<file path="src/rtl/apb_slave_regfile.sv">
// rtl/apb_slave_regfile.sv - APB slave register file with RW/RO registers and wait states
//
// Parameters:
//   DWIDTH      data width in bits (multiple of 8)
//   AWIDTH      byte address width
//   NREGS       number of registers (1..256)
//   WAIT_STATES extra access-phase cycles per transfer (0..15)
//   RO_MASK     bit i set: register i is read-only, value taken from HW_IN slice i
//   RESET_VAL   reset value of RW register i in slice i
// Ports:
//   PCLK, PRESETn                   clock, synchronous active-low reset
//   PADDR, PWDATA, PWRITE, PSEL,
//   PENABLE                         APB request
//   PREADY, PRDATA, PSLVERR         APB response
//   HW_IN                           sources for read-only registers
//   REG_OUT                         current RW register values (RO slices are 0)
//   WR_STB                          one-cycle pulse per committed register write
module apb_slave_regfile #(
    parameter int                      DWIDTH      = 32,
    parameter int                      AWIDTH      = 32,
    parameter int                      NREGS       = 8,
    parameter int                      WAIT_STATES = 0,
    parameter logic [NREGS-1:0]        RO_MASK     = '0,
    parameter logic [NREGS*DWIDTH-1:0] RESET_VAL   = '0
) (
    input  logic                    PCLK,
    input  logic                    PRESETn,
    input  logic [AWIDTH-1:0]       PADDR,
    input  logic [DWIDTH-1:0]       PWDATA,
    input  logic                    PWRITE,
    input  logic                    PSEL,
    input  logic                    PENABLE,
    output logic                    PREADY,
    output logic [DWIDTH-1:0]       PRDATA,
    output logic                    PSLVERR,
    input  logic [NREGS*DWIDTH-1:0] HW_IN,
    output logic [NREGS*DWIDTH-1:0] REG_OUT,
    output logic [NREGS-1:0]        WR_STB
);

    localparam int NBYTES = DWIDTH / 8;
    localparam int IDXW   = (NREGS > 1) ? $clog2(NREGS) : 1;
    // Index is widened to at least 32 bits so the range check against NREGS
    // is exact even for narrow address buses.
    localparam int XW     = (AWIDTH > 32) ? AWIDTH : 32;

    typedef enum logic {
        S_IDLE,
        S_ACCESS
    } state_t;

    state_t              state_q;
    logic [3:0]          cnt_q;
    logic [DWIDTH-1:0]   regs_q [NREGS];
    logic [NREGS-1:0]    wr_stb_q;
    logic [NREGS-1:0]    wr_stb_d;

    logic [AWIDTH-1:0]   idx_full;
    logic [XW-1:0]       idx_x;
    logic [IDXW-1:0]     idx_sel;
    logic                idx_oob;
    logic                ro_hit;
    logic                err;
    logic                pready;
    logic                commit;
    logic [DWIDTH-1:0]   rd_val;

    assign idx_full = PADDR / AWIDTH'(NBYTES);
    assign idx_x    = XW'(idx_full);
    assign idx_sel  = idx_x[IDXW-1:0];
    assign idx_oob  = (idx_x >= XW'(NREGS));

    // Read-only lookup and read mux; only meaningful when the index is in range.
    always_comb begin
        ro_hit = 1'b0;
        rd_val = '0;
        for (int i = 0; i < NREGS; i++) begin
            if (idx_sel == IDXW'(i)) begin
                ro_hit = RO_MASK[i];
                rd_val = RO_MASK[i] ? HW_IN[i*DWIDTH +: DWIDTH] : regs_q[i];
            end
        end
    end

    assign err    = idx_oob || (PWRITE && ro_hit);
    // Gated by PRESETn so the bus sees no response while reset is held,
    // even before the reset edge has cleared the state register.
    assign pready = PRESETn && (state_q == S_ACCESS) && PSEL && PENABLE && (cnt_q == 4'd0);
    assign commit = pready && PWRITE && !err;

    assign PREADY  = pready;
    assign PSLVERR = pready && err;
    assign PRDATA  = (pready && !PWRITE && !err) ? rd_val : '0;
    assign WR_STB  = wr_stb_q;

    always_comb begin
        wr_stb_d = '0;
        for (int i = 0; i < NREGS; i++) begin
            wr_stb_d[i] = commit && (idx_sel == IDXW'(i));
        end
    end

    always_ff @(posedge PCLK) begin
        if (!PRESETn) begin
            state_q  <= S_IDLE;
            cnt_q    <= 4'd0;
            wr_stb_q <= '0;
        end else begin
            wr_stb_q <= wr_stb_d;
            case (state_q)
                S_IDLE: begin
                    // PENABLE without a preceding setup phase is ignored.
                    if (PSEL && !PENABLE) begin
                        state_q <= S_ACCESS;
                        cnt_q   <= 4'(WAIT_STATES);
                    end
                end
                S_ACCESS: begin
                    if (!PSEL) begin
                        state_q <= S_IDLE;
                        cnt_q   <= 4'd0;
                    end else if (PENABLE) begin
                        if (cnt_q == 4'd0) begin
                            state_q <= S_IDLE;
                        end else begin
                            cnt_q <= cnt_q - 4'd1;
                        end
                    end
                end
                default: begin
                    state_q <= S_IDLE;
                    cnt_q   <= 4'd0;
                end
            endcase
        end
    end

    // Read-only slots hold zero and are never written.
    always_ff @(posedge PCLK) begin
        for (int i = 0; i < NREGS; i++) begin
            if (!PRESETn) begin
                regs_q[i] <= RO_MASK[i] ? '0 : RESET_VAL[i*DWIDTH +: DWIDTH];
            end else if (commit && (idx_sel == IDXW'(i)) && !RO_MASK[i]) begin
                regs_q[i] <= PWDATA;
            end
        end
    end

    always_comb begin
        REG_OUT = '0;
        for (int i = 0; i < NREGS; i++) begin
            REG_OUT[i*DWIDTH +: DWIDTH] = RO_MASK[i] ? '0 : regs_q[i];
        end
    end

endmodule

</file>
<file path="config.mk">
export PLATFORM = sky130hd
export DESIGN_NAME = apb_slave_regfile
export DESIGN_NICKNAME = d
export VERILOG_FILES = /design/src/rtl/apb_slave_regfile.sv
export SDC_FILE = /design/constraint.sdc
export NUM_CORES = 1
export LEC_CHECK = 0
export CAP_MARGIN = 20
export CELL_PAD_IN_SITES_DETAIL_PLACEMENT = 0
export CELL_PAD_IN_SITES_GLOBAL_PLACEMENT = 1
export CORE_AREA = 4 4 237 239
export CTS_CLUSTER_SIZE = 40
export DETAILED_ROUTE_END_ITERATION = 8
export DIE_AREA = 0 0 241 243
export GPL_TIMING_DRIVEN = 0
export PLACE_DENSITY_LB_ADDON = 0.1
export SYNTH_ARGS = -nofsm -noshare
export SYNTH_HDL_FRONTEND = slang
export SYNTH_SLANG_ARGS = --single-unit
</file>
<file path="constraint.sdc">
create_clock -name PCLK -period 13.9 [get_ports PCLK]
set_input_delay 4.17 -clock PCLK [delete_from_list [all_inputs] [get_ports PCLK]]
set_output_delay 4.17 -clock PCLK [all_outputs]
set_load 0.01 [all_outputs]
</file>
# Word level (Yosys, flattened, before mapping)
# Memories as Yosys holds them, arrays and structs flattened.
# Index checks and enable logic that the tools add are counted.
# classes
n_addsub	1
order_cmp	1
eq_ne	10
mux	52
bitwise	9
reduce_logical	24
# op_table
operator	count
2-to-1 mux 32 bit	17
>= comparator 30 x 4 -> 1 bit (second input constant)	1
2-to-1 mux 1 bit	29
logical AND 1 bit	18
2-to-1 mux 4 bit	4
equality test 3 bit (second input constant)	4
OR 1 bit	8
case mux 4 bit (2 select lines)	1
equality test 3 x 2 -> 1 bit (second input constant)	2
inequality test 3 bit (second input constant)	2
zero test 4 bit	1
subtractor 4 x 1 -> 4 bit (second input constant)	1
equality test 3 x 1 -> 1 bit (second input constant)	1
zero test 1 bit	3
zero test 3 bit	1
AND reduction 3 bit	1
inequality test 2 bit (second input constant)	1
case mux 1 bit (2 select lines)	1
inverter 1 bit	1
# totals
regBits	13
ramBits	256
inputBits	325
output_inout_bits	298
elab_cells	101
memories	1
# memory_table
name	words	width	rd	rd_ports_with_merged_regs	write_ports	line_no	source
regs_q	8	32	8	0	8	54	logic [DWIDTH-1:0] regs_q [NREGS];

# Logic depth before layout (Yosys ltp)
# Gate-level depths: netlist of the first run.
# logic_depth
word_depth	11
ltp_mapped	9
depth_no_buf	7

# Worst setup path after synthesis of the first run
# No wires, ideal clock.
# synth_path
kind	input-to-output
from	input port PADDR[2]
to	output port PRDATA[11]
t_arrival_ps	5703
t_required_ps	9730
slack_ps	4027
stages	5
path_cell_list	clkbuf_1 > clkbuf_1 > mux4_2 > a21oi_1 > nor2_1
# synth_between
elab_chain_cells	10
elab_cells_between_ends	20
cone_classes	order compare: 1; eq/ne: 7; mux: 9; reduce/logical: 3
# synth_rtl
element	line_no	source
from (decl)	28	input logic [AWIDTH-1:0] PADDR,
zero test 3 bit	78	if (idx_sel == IDXW'(i)) begin
2-to-1 mux 32 bit (8 in series)	78	
2-to-1 mux 32 bit *	93	assign PRDATA = (pready && !PWRITE && !err) ? rd_val : '0;
to (decl)	34	output logic [DWIDTH-1:0] PRDATA,
# Every way passes the cells marked *; elsewhere a longest branch is shown, timed or not.

# Worst setup path after layout of the first run
# layout_path
from	input port PADDR[4]
to	output port PRDATA[18]
# The elaborated chain is that of the path after synthesis.

==> impl_metrics.py, run 1 <==
metrics = {
    "run_status": {
        "status": "completed",
    },
    "critical_path": {
        "critical_path_class": "input pin to primary output",
        "path_max_fanout": 10,
        "start_kind": "input pin",
        "worstPathRequired_ns": 9.73,
        "critPathArrivalTime_ns": 8.45,
        "r2r-start": "cnt_q[0]",
        "cp-end-kind": "primary output",
        "worstSetupStartpoint": "PADDR[4]",
        "rrSetupSlack_ns": 10.28,
    },
    "cts": {
        "cts_tree": "built",
        "clock_latency_ns": 0.53,
        "htree_levels": 2,
        "cts_buffers": 35,
        "cts_hold_buf": 0,
        "cts_root_buf": "clkbuf_16",
        "clock-sinks": 269,
        "cts_setup_buffers": 0,
        "path_clk_slew_ns": 0.06,
        "clk_path_buf_depth": 3,
        "cts_resized": 0,
    },
    "synth": {
        "syn_area_um2": 13600,
        "avgSynthCellArea_um2": 11.4,
        "synth-compound-area-share": 0.0669,
        "synthAdderAreaFrac": 0.000920,
        "ys_ff_latch": 269,
        "synth_seq_area_share": 0.584,
        "synth_top_family_by_area": "simple AND/OR/NAND/NOR gates",
        "syn_inst": 1198,
        "synth-xor-area-share": 0.00129,
        "synth_mux_area_frac": 0.0673,
        "synth-main-ff-cell": "edfxtp_1",
        "synth-edff-count": 256,
        "synth.distinct_cells": 35,
        "yosys.area_share.simple": 0.229,
        "async_flop_share": 0,
        "syn_nets": 1524,
        "yosysWarnings": 0,
    },
    "sta": {
        "relSlewSlack": 0.193,
        "skew_ns": 0.0183,
        "period_minus_slack_ns": 12.62,
        "fin_crit_sh": 0.908,
        "hold_viol": 0,
        "tns_ns": 0,
        "worst_pin_slew_ns": 1.21,
        "rsz0062_at_grt": "no",
        "finalMaxSlewViolations": 0,
        "max_freq_mhz": 79.2,
        "setup_viol": 0,
    },
    "power": {
        "p_clk_frac": 0.411,
        "power.total_w": 0.00211,
        "p_int_w": 0.00153,
        "pwr-share-comb": 0.139,
        "power.density_nw_per_um2": 108,
        "swShare": 0.273,
        "p_switching_w": 0.000576,
        "ir_drop_uv": 59.4,
        "p_leak_nw": 5.97,
        "seqPwrFrac": 0.450,
    },
    "global_route": {
        "grt.total_usage": 0.277,
        "grt_pass1_wl_mm": 113,
        "grt_pass1_vias": 13712,
        "antenna_found_initial": 4,
        "grt_max_degree": 19,
        "overflow": 0,
    },
    "worst_hold_path": {
        "hold_class": "flip-flop to flip-flop",
        "holdCritStartpoint": "cnt_q[3]",
    },
    "die": {
        "num_rows": 85,
        "die_h_um": 243,
        "dieArea_um2": 58600,
        "core_um2": 53800,
        "start_util": 0.253,
        "num_io_pins": 623,
        "die_x_um": 241,
    },
    "routing": {
        "drt_iter0_drc": 1655,
        "wl_mm": 84.9,
        "drc": 0,
        "routed_via_density": 5.87,
        "num_vias": 13685,
        "avgRoutedWirePerCell_um": 36.4,
        "drtPass1Iterations": 5,
        "drtAntennaViolNets": 0,
    },
    "final_layout": {
        "layout-drive-gt1-share": 0.0777,
        "antenna_cells": 0,
        "area_delta_synth_final_pct": 43.6,
        "final_cell_mix": "363 x clkdlybuf4s50_1, 269 x nor4_1, 256 x edfxtp_1",
        "mostFrequentLayoutCell": "clkdlybuf4s50_1",
        "layout.nets": 1937,
    },
    "flow_run": {
        "cap_violations": 0,
    },
    "place": {
        "numPortBuffers": 363,
        "routabilityCongestion": 0.874,
        "place_hpwl_mm": 61.9,
    },
}
[Yosys cell counts, types with 5 or more instances]
cell	n	area, um^2
nor4_1	269	1680
edfxtp_1	256	7690
nand3_1	129	646
clkbuf_1	117	439
a21oi_1	46	230
mux2i_1	42	420
nor2_1	38	143
nand2b_1	35	219
nand2_1	32	120
o21ai_0	31	155
buf_2	29	145
nor2b_1	26	163
a211oi_1	22	165
a221oi_1	22	193
mux4_2	22	495
buf_1	13	48.8
dfxtp_1	13	260
nor3_1	12	60.1
o211ai_1	11	82.6
a21oi_2	8	70.1
inv_1	5	18.8
[path summary, 6_finish.rpt]
check                  endpoint  cells after the start
hold / removal         cnt_q[3]                      2
setup / recovery     PRDATA[18]                      8
hold reg to reg        cnt_q[3]                      2
setup reg to reg  regs_q[1][13]                      8
[worst max-delay path, cell delays in order]
cell             delay (ns)
clkdlybuf4s50_1        0.83
buf_2                  0.42
buf_1                  0.72
clkbuf_1               0.61
clkbuf_1               0.73
a21oi_1                0.13
nor2_1                 0.23
clkdlybuf4s50_1        0.58
[logic make-up after synthesis]
family,count (synthesis)
AO/OA/AOI/OAI,142
XOR/XNOR,2
adder cells (fa/ha/maj),1
buffers and inverters,167
flip-flops,269
multiplexers,64
AND/OR/NAND/NOR,553
[state kept, by name, summed over array words and instances, names as in the netlist]
register,count
cnt_q,4
regs_q,256
WR_STB,8
state_q,1
[layout make-up]
class	instances	area [um^2]
plain buffers	162	667
flip-flops and latches	269	7950
fillers	5386	34300
repair buffers	376	3920
clock inverters	14	87.6
inverters	5	18.8
well taps	696	871
multi-input cells	762	5060
clock buffers	46	960
[metal layers]
metal | share of wire | global-route usage
met5 | 0.00049 | 0
met1 | 0.44 | 0.404
met4 | 0.029 | 0.0788
met2 | 0.41 | 0.397
met3 | 0.12 | 0.0846
[metrics by stage]
stage	hold WS, ns	std cells	instance area, um^2	utilization	setup slack (ns)
CTS	0.551	2329	19500	0.363	1.33
finish	0.545	2330	19500	0.363	1.28
global placement	0.530	2257	18100	0.336	1.10
floorplan	0.494	1198	13600	-	4.03
detailed placement	0.530	2269	18500	0.343	1.34
global route	0.586	2330	19500	0.363	1.21
[power groups by stage]
| stage | sequential [W] | combinational [W] | clock, W |
|---|---|---|---|
| global placement | 0.000971 | 0.000275 | 0 |
| floorplan | 0.000963 | 0.0000994 | 0 |
| CTS | 0.000946 | 0.000289 | 0.000873 |
| detailed placement | 0.000962 | 0.000287 | 0 |
| global route | 0.000949 | 0.000303 | 0.000907 |
| finish | 0.000947 | 0.000292 | 0.000867 |
Note: power is estimated with default switching activity, not from simulation.
==> inputs of run 2 (changes only) <==
--- a/constraint.sdc
+++ b/constraint.sdc
@@ -3,2 +3,2 @@
 set_output_delay 4.17 -clock PCLK [all_outputs]
-set_load 0.01 [all_outputs]
+set_load 0.05 [all_outputs]
==> results of run 2 <==
The final DEF is identical to that of run 1. Status: completed.
Main changes from that run: setup slack after placement 1.34 ns -> 1.07 ns; setup slack after layout 1.28 ns -> 1.01 ns; total power 0.00211 W -> 0.00220 W
